## src/rtl/irq_sched.sv

```systemverilog
// irq_sched: port-mapped 8-source priority interrupt scheduler for the KR580 core.
// Define IRQ_NESTED_EN to let higher-priority sources preempt an in-service one.
module irq_sched #(
   parameter logic [15:0] BASE      = 16'h00F0,
   parameter logic [15:0] TIMER_DIV = 16'd50000
) (
   input  logic        clock,
   input  logic        reset,
   input  logic [15:0] address,
   input  logic [7:0]  out,
   input  logic        port_rd,
   input  logic        port_we,
   input  logic        iff1,
   input  logic        inta,
   input  logic [6:0]  src,
   output logic        irq,
   output logic [2:0]  vect,
   output logic [7:0]  pin
);

   // Handshake: in REQ, irq is held high with vect frozen until the CPU
   // pulses inta (accept) or the request becomes invalid (withdraw).
   typedef enum logic {IDLE = 1'b0, REQ = 1'b1} state_t;

   state_t      state, state_n;
   logic [7:0]  mask, pending, isr;
   logic [7:0]  pend_n, isr_n;
   logic [15:0] timer;
   logic        timer_hit;
   logic        wr_mask, wr_pend, eoi;
   logic [7:0]  allow, cand;
   logic [2:0]  cand_idx;
   logic        take, ack, withdraw;
   logic        unused_rd;

   assign unused_rd = port_rd;

   assign wr_mask   = port_we && (address == BASE);
   assign wr_pend   = port_we && (address == BASE + 16'd1);
   assign eoi       = port_we && (address == BASE + 16'd2);
   assign timer_hit = (timer == 16'd0);

`ifdef IRQ_NESTED_EN
   // Only sources strictly above the most urgent in-service one may preempt.
   assign allow = (isr == 8'h00) ? 8'hFF : ((isr & (~isr + 8'd1)) - 8'd1);
`else
   assign allow = (isr == 8'h00) ? 8'hFF : 8'h00;
`endif

   assign cand = pending & mask & allow;

   always_comb begin
      cand_idx = 3'd0;
      for (int i = 7; i >= 0; i--) begin
         if (cand[i]) cand_idx = i[2:0];
      end
   end

   always_comb begin
      state_n  = state;
      take     = 1'b0;
      ack      = 1'b0;
      withdraw = 1'b0;
      case (state)
         IDLE: begin
            if (iff1 && (cand != 8'h00)) begin
               take    = 1'b1;
               state_n = REQ;
            end
         end
         REQ: begin
            if (!iff1 || !pending[vect] || !mask[vect]) begin
               withdraw = 1'b1;
               state_n  = IDLE;
            end else if (inta) begin
               ack     = 1'b1;
               state_n = IDLE;
            end
         end
         default: state_n = IDLE;
      endcase
   end

   // Event sets are applied last so a same-edge clear never loses an event.
   always_comb begin
      pend_n = pending;
      if (wr_pend) pend_n = pend_n & ~out;
      if (ack) pend_n[vect] = 1'b0;
      pend_n = pend_n | {timer_hit, src};
      isr_n = isr;
      if (eoi) isr_n = isr & (isr - 8'd1);
      if (ack) isr_n[vect] = 1'b1;
   end

   always_ff @(posedge clock or posedge reset) begin
      if (reset) begin
         state   <= IDLE;
         mask    <= 8'h00;
         pending <= 8'h00;
         isr     <= 8'h00;
         vect    <= 3'd0;
         timer   <= TIMER_DIV - 16'd1;
      end else begin
         state   <= state_n;
         pending <= pend_n;
         isr     <= isr_n;
         if (wr_mask) mask <= out;
         if (take) vect <= cand_idx;
         timer <= timer_hit ? (TIMER_DIV - 16'd1) : (timer - 16'd1);
      end
   end

   assign irq = (state == REQ);

   always_comb begin
      pin = 8'hFF;
      if (address == BASE)              pin = mask;
      else if (address == BASE + 16'd1) pin = pending;
      else if (address == BASE + 16'd2) pin = isr;
      else if (address == BASE + 16'd3) pin = 8'h5A;
   end

endmodule

```

## config.mk

```make
export PLATFORM = sky130hd
export DESIGN_NAME = irq_sched
export DESIGN_NICKNAME = d
export VERILOG_FILES = /design/src/rtl/irq_sched.sv
export SDC_FILE = /design/constraint.sdc
export NUM_CORES = 1
export LEC_CHECK = 0
export CORE_ASPECT_RATIO = 1.2
export CORE_MARGIN = 2
export CORE_UTILIZATION = 40
export DETAILED_ROUTE_END_ITERATION = 16
export HOLD_SLACK_MARGIN = 0.08
export PLACE_DENSITY = 0.67
export SLEW_MARGIN = 10
export SYNTH_ARGS = -nofsm -noshare
export SYNTH_HDL_FRONTEND = slang
export SYNTH_SLANG_ARGS = --single-unit
```

## constraint.sdc

```tcl
create_clock -name clock -period 1.84 [get_ports clock]
set_input_delay 0.368 -clock clock [delete_from_list [all_inputs] [get_ports clock]]
set_output_delay 0.368 -clock clock [all_outputs]
set_load 0.02 [all_outputs]
```

==> results of run 1 <==
-- layout by cell type, fill, tap and decap left out, types with 6 or more instances in the layout --
cell,instances
buf_4,63
nand2_1,43
dfrtp_1,31
clkdlybuf4s50_1,20
o21ai_0,17
nor2_1,12
dlygate4sd2_1,11
buf_2,10
dfstp_2,9
inv_1,8
nor2b_1,8
nand3_1,7
xnor2_1,7
a21oi_1,7
mux2_2,6
nand2b_1,6
or3_1,6
-- per-layer routing --
| metal | share of wire | global-route usage |
|---|---|---|
| met1 | 0.42 | 0.283 |
| met2 | 0.50 | 0.385 |
| met3 | 0.057 | 0.0497 |
| met4 | 0.022 | 0.0667 |
| met5 | 0 | 0 |
-- metrics by stage --
| step | instances | total power [mW] | util | worst slack [ns] |
|---|---|---|---|---|
| after floorplan | 273 | 1.16 | - | -0.193 |
| after global placement | 451 | 1.36 | 0.581 | -0.722 |
| after detailed placement | 451 | 1.36 | 0.581 | -0.731 |
| after CTS | 464 | 1.97 | 0.608 | -0.155 |
| after global routing | 467 | 2.10 | 0.619 | -0.210 |
| final | 467 | 2.01 | 0.619 | -0.163 |
-- area by class of cell --
cell class / instances / area, um2
clock inverter: 2 / 12.5
multi-input combinational: 210 / 1500
tap: 82 / 103
sequential: 44 / 1120
fill: 521 / 2320
timing repair buffer: 114 / 933
inverter: 9 / 33.8
clock buffer: 6 / 72.6
-- flip-flops by register name, summed over array words and instances (netlist names) --
signal	cells
mask	8
isr	8
timer	16
irq	1
pending	8
vect	3
-- cell families (layout without fill, tap and decap cells) --
| group | after synthesis | in the layout |
|---|---|---|
| buffers and inverters | 20 | 131 |
| adder cells (fa/ha/maj) | 2 | 2 |
| AND/OR/NAND/NOR | 121 | 122 |
| multiplexers | 16 | 16 |
| AO/OA/AOI/OAI | 61 | 61 |
| XOR/XNOR | 9 | 9 |
| flip-flops | 44 | 44 |
-- worst reg2reg max path: stages (launching register included) --
cell and delay [ns]:
dfrtp_2 0.46, buf_6 0.14, or4_4 0.12, o2111ai_4 0.13, or3b_4 0.41, or4_4 0.44, a31o_1 0.20
-- report_power, final --
group          internal [mW]  total, mW  switching (mW)
clock network          0.266      0.600           0.334
logic                  0.220      0.399           0.179
registers              0.989       1.01          0.0195
total                   1.48       2.01           0.532
-- worst max path at each step --
stage                 from         end  slack (ns)  cells after the start
2_1_floorplan      vect[2]  pending[0]       -0.19                      6
3_3_place_gp   address[13]      pin[7]       -0.72                      5
3_5_place_dp   address[13]      pin[7]       -0.73                      5
4_1_cts            vect[2]  pending[0]       -0.15                      6
5_1_grt            vect[2]  pending[0]       -0.21                      6
6_report           vect[2]  pending[0]       -0.16                      6
-- timing repair --
action	4_1_cts	5_1_grt
pin swaps	10	8
endpoints found under the setup margin	33	32
setup buffers	4	3
gates resized for setup	86	23
cloned	1	0
==> impl_metrics.env, run 1 <==
export IMPL_status="finished with violations"
export IMPL_violations="negative setup slack"
export IMPL_r2r_end="pending[0]"
export IMPL_hold_viol_final=0
export IMPL_ant_nets=0
export IMPL_hpwl_um=5770
export IMPL_yosysMostFrequentCell="nand2_1"
export IMPL_reg2regPathDepth=6
export IMPL_die_area_mm2=0.00703
export IMPL_synth_flop_cell="dfrtp_1"
export IMPL_crit_type="flop to flop"
export IMPL_rows=31
export IMPL_drive_gt1_frac=0.364
export IMPL_cap_violations=0
export IMPL_slew_headroom=0.720
export IMPL_die_x_um=76.9
export IMPL_setup_viol_count_final=7
export IMPL_p_per_area_mw_per_mm2=532
export IMPL_grt_pass1_wl_um=12500
export IMPL_clock_sinks=44
export IMPL_clk_latency_ns=0.30
export IMPL_end_kind="flop"
export IMPL_synthAdderAreaFrac=0.00982
export IMPL_cp_common_cell="or4_4"
export IMPL_hold_path_class="primary input to asynchronous set/reset pin"
export IMPL_synth_fp_nets=312
export IMPL_antenna_found_initial=0
export IMPL_required_ns=2.02
export IMPL_die_y_um=91.4
export IMPL_min_period_over_period=1.09
export IMPL_fmax_ghz=0.499
export IMPL_synthTopCellsByCount="44 x nand2_1, 35 x dfrtp_1, 18 x o21ai_0"
export IMPL_drtIter0Drc=180
export IMPL_antenna_cells=0
export IMPL_synthToLayoutAreaGrowth_pct=48.0
export IMPL_synth_area_top_cells="dfrtp_1 34%, dfstp_2 9.3%, nand2_1 6.5%, mux2_2 4.4%, o21ai_0 3.5%"
export IMPL_max_vdd_ir_drop_v=0.000487
export IMPL_synth_xor_area_frac=0.0309
export IMPL_yosys_warnings=0
export IMPL_synthArstFlopShare=1.00
export IMPL_synth_compound_area_frac=0.167
export IMPL_port_buffers=47
export IMPL_grt_max_degree=45
export IMPL_worstMarginPinSlew_ns=0.420
export IMPL_arrival_ns=2.19
export IMPL_synth_top_family_by_area="simple AND/OR/NAND/NOR gates"
export IMPL_wl_per_cell_um=16.7
export IMPL_startpoint_type="flop"
export IMPL_start_util=0.419
export IMPL_synth_top_area_frac=0.344
export IMPL_synth_largest_area_cell="dfrtp_1"
export IMPL_io_pins=49
export IMPL_timing_rr_start="vect[2]"
export IMPL_grt_pass1_vias=2500
export IMPL_htreeDepth=2
export IMPL_cts_root_buf="clkbuf_8"
export IMPL_cts_hold_buffers_added=0
export IMPL_crit_family="simple AND/OR/NAND/NOR gates"
export IMPL_seq_area_frac_synth=0.436
export IMPL_grt_overflow_total=0
export IMPL_setup_tns_ns=-0.779
export IMPL_place_congestion=0.957
export IMPL_cp_slowest_stage_delay_ns=0.46
export IMPL_synth_cell_types=54
export IMPL_grt_usage=0.225
export IMPL_ys_ff_latch=44
export IMPL_syn_area_mm2=0.00255
export IMPL_synth_edff_count=0
export IMPL_vias=2554
export IMPL_cts_buffers=5
export IMPL_worstPathCellList="buf_6, or4_4, o2111ai_4, or3b_4, or4_4, a31o_1"
export IMPL_hold_ws_ns=0.398
export IMPL_synthCells=273
export IMPL_fin_crit_ns=2.00
export IMPL_cts_buffer_depth=2
export IMPL_dr_pass1_iters=4
export IMPL_fin_nets=423
export IMPL_syn_area_per_cell_um2=9.34
export IMPL_clk_pin_slew_ns=0.09
export IMPL_synthSimpleGateAreaFrac=0.253
export IMPL_crit_slowest_cell="dfrtp_2"
export IMPL_crit_buf_inv=1
export IMPL_finalMaxSlewViolations=0
export IMPL_drc=0
export IMPL_wirelength_um=7780
export IMPL_cts_tree="yes"
export IMPL_viasPerCell=5.47
export IMPL_skew_ns=0.0113
export IMPL_final_area_mm2=0.00377
export IMPL_place_area_mm2=0.00354
export IMPL_path_max_fanout=6
export IMPL_muxShareOfSynthArea=0.0697
export IMPL_coreArea_mm2=0.00609
export IMPL_regToRegSetupSlack_ns=-0.16
export IMPL_fin_ws_ns=-0.163
export IMPL_p_leak_nw=1.67
export IMPL_rsz0062_at_grt="true"
Note: power is estimated with default switching activity, not from simulation.
==> run 2, diff against run 1 <==
CORE_ASPECT_RATIO = default   (was 1.2)
TNS_END_PERCENT = 100   (was default)
==> run 2 against run 1 <==
Net effect:
- the run still ends with negative setup slack left
- design area increased by 7.1%
- sequential power about the same
- die area about the same
- combinational power increased by 11%
- sequential cell count unchanged
- fmax increased by 1.4%
- global-route usage increased by 0.39 points
- first-iteration DRC count decreased by 13%
- critical path type is now primary input to flop
==> impl_metrics.env, run 2 (same netlist as run 1, synthesis figures left out) <==
export IMPL_fin_crit_ns=1.97
export IMPL_utilization=0.648
export IMPL_io_pins=49
export IMPL_coreArea_mm2=0.00624
export IMPL_drc=0
export IMPL_cts_buffers=5
export IMPL_crit_slowest_cell="clkdlybuf4s50_1"
export IMPL_setup_viol_count_final=8
export IMPL_die_x_um=83.8
export IMPL_grt_pass1_wl_um=12800
export IMPL_wirelength_um=8090
export IMPL_arrival_ns=2.16
export IMPL_hpwl_um=5580
export IMPL_place_congestion=0.874
export IMPL_worstPathCellList="clkdlybuf4s50_1, and2_4, o2111ai_4, or3b_4, or4_4, a31o_1"
export IMPL_max_vdd_ir_drop_v=0.000424
export IMPL_layout_common_cells="64 x buf_4, 38 x nand2_1, 32 x dfrtp_1, 20 x clkdlybuf4s50_1, 15 x buf_6"
export IMPL_rows=29
export IMPL_r2r_end="pending[0]"
export IMPL_crit_buf_inv=1
export IMPL_port_buffers=47
export IMPL_startpoint_type="primary input"
export IMPL_min_period_over_period=1.07
export IMPL_viasPerCell=5.57
export IMPL_ant_nets=0
export IMPL_final_area_mm2=0.00404
export IMPL_dr_pass1_iters=4
export IMPL_largest_register_ffs=16
export IMPL_final_common_cell="buf_4"
export IMPL_htreeDepth=2
export IMPL_fin_ws_ns=-0.135
export IMPL_cts_hold_buffers_added=0
export IMPL_grt_pass1_vias=2697
export IMPL_hold_viol_final=0
export IMPL_fmax_ghz=0.506
export IMPL_grt_usage=0.229
export IMPL_grt_max_degree=35
export IMPL_die_area_mm2=0.00703
export IMPL_top_register="timer"
export IMPL_path_max_fanout=4
export IMPL_violations="negative setup slack"
export IMPL_synthToLayoutAreaGrowth_pct=58.6
export IMPL_fin_nets=430
export IMPL_skew_ns=0.00280
export IMPL_start_util=0.408
export IMPL_wl_per_cell_um=17.2
export IMPL_worstMarginPinSlew_ns=0.428
export IMPL_place_area_mm2=0.00351
export IMPL_hold_path_class="primary input to asynchronous set/reset pin"
export IMPL_cts_buffer_depth=2
export IMPL_crit_type="primary input to flop"
export IMPL_die_y_um=83.8
export IMPL_clk_latency_ns=0.29
export IMPL_status="finished with violations"
export IMPL_cts_root_buf="clkbuf_8"
export IMPL_p_leak_nw=1.79
export IMPL_p_per_area_mw_per_mm2=544
export IMPL_antenna_cells=0
export IMPL_cp_slowest_stage_delay_ns=0.48
export IMPL_end_kind="flop"
export IMPL_clock_sinks=44
export IMPL_grt_overflow_total=0
export IMPL_finalMaxSlewViolations=0
export IMPL_clk_pin_slew_ns=0.09
export IMPL_hold_ws_ns=0.317
export IMPL_drive_gt1_frac=0.418
export IMPL_cts_tree="yes"
export IMPL_antenna_found_initial=0
export IMPL_startpoint="iff1"
export IMPL_rsz0062_at_grt="true"
export IMPL_required_ns=2.03
export IMPL_vias=2611
export IMPL_timing_rr_start="vect[1]"
export IMPL_slew_headroom=0.714
export IMPL_reg2regPathDepth=6
export IMPL_crit_family="simple AND/OR/NAND/NOR gates"
export IMPL_cap_violations=0
export IMPL_drtIter0Drc=157
export IMPL_regToRegSetupSlack_ns=-0.13
-- run 2: layer usage --
metal  up-vias  share of wire  global-route usage
met1      1275           0.43               0.289
met5         -              0                   0
met3        13          0.044              0.0317
met4         0          0.018              0.0718
li1       1238              -                   -
met2        85           0.50               0.405
-- run 2: worst reg2reg max path, delay by kind of cell, from the launching register on --
| family | cells | cell delay [ns] |
|---|---|---|
| flip-flops | 1 | 0.45 |
| buffers and inverters | 1 | 0.13 |
| AO/OA/AOI/OAI | 2 | 0.30 |
| AND/OR/NAND/NOR | 3 | 0.99 |
-- run 2: power breakdown --
part           switching, mW  internal, mW
logic                  0.197         0.244
clock network          0.343         0.409
registers             0.0180         0.987
-- run 2: cell type report --
type                       count  area, um2
multi-input combinational    210       1620
fill                         507       2200
timing repair buffer         121       1060
clock inverter                 3       47.5
sequential                    44       1120
tap                           77       96.3
clock buffer                   5       68.8
inverter                       9       33.8
-- run 2: per-stage QoR --
| stage | setup slack, ns | instances | power [mW] | setup TNS [ns] |
|---|---|---|---|---|
| 2_1_floorplan | -0.193 | 273 | 1.16 | -0.604 |
| 3_3_place_gp | -0.640 | 443 | 1.36 | -16.19 |
| 3_5_place_dp | -0.713 | 443 | 1.36 | -18.15 |
| 4_1_cts | -0.141 | 465 | 2.14 | -0.764 |
| 5_1_grt | -0.175 | 469 | 2.29 | -1.33 |
| 6_report | -0.135 | 469 | 2.20 | -0.696 |
-- run 2: how the worst max path moves through the flow --
stage | end | depth (start not counted)
global placement | pin[6] | 6
floorplan | pending[0] | 6
global route | pending[0] | 6
detailed placement | pin[0] | 5
CTS | pending[0] | 6
finish | pending[0] | 6
-- run 2: repair_timing --
| action | 4_1_cts | 5_1_grt |
|---|---|---|
| resized for setup | 110 | 44 |
| gates cloned | 1 | 1 |
| setup buffers | 13 | 3 |
| setup endpoints to repair | 34 | 40 |
| pin swaps | 13 | 16 |
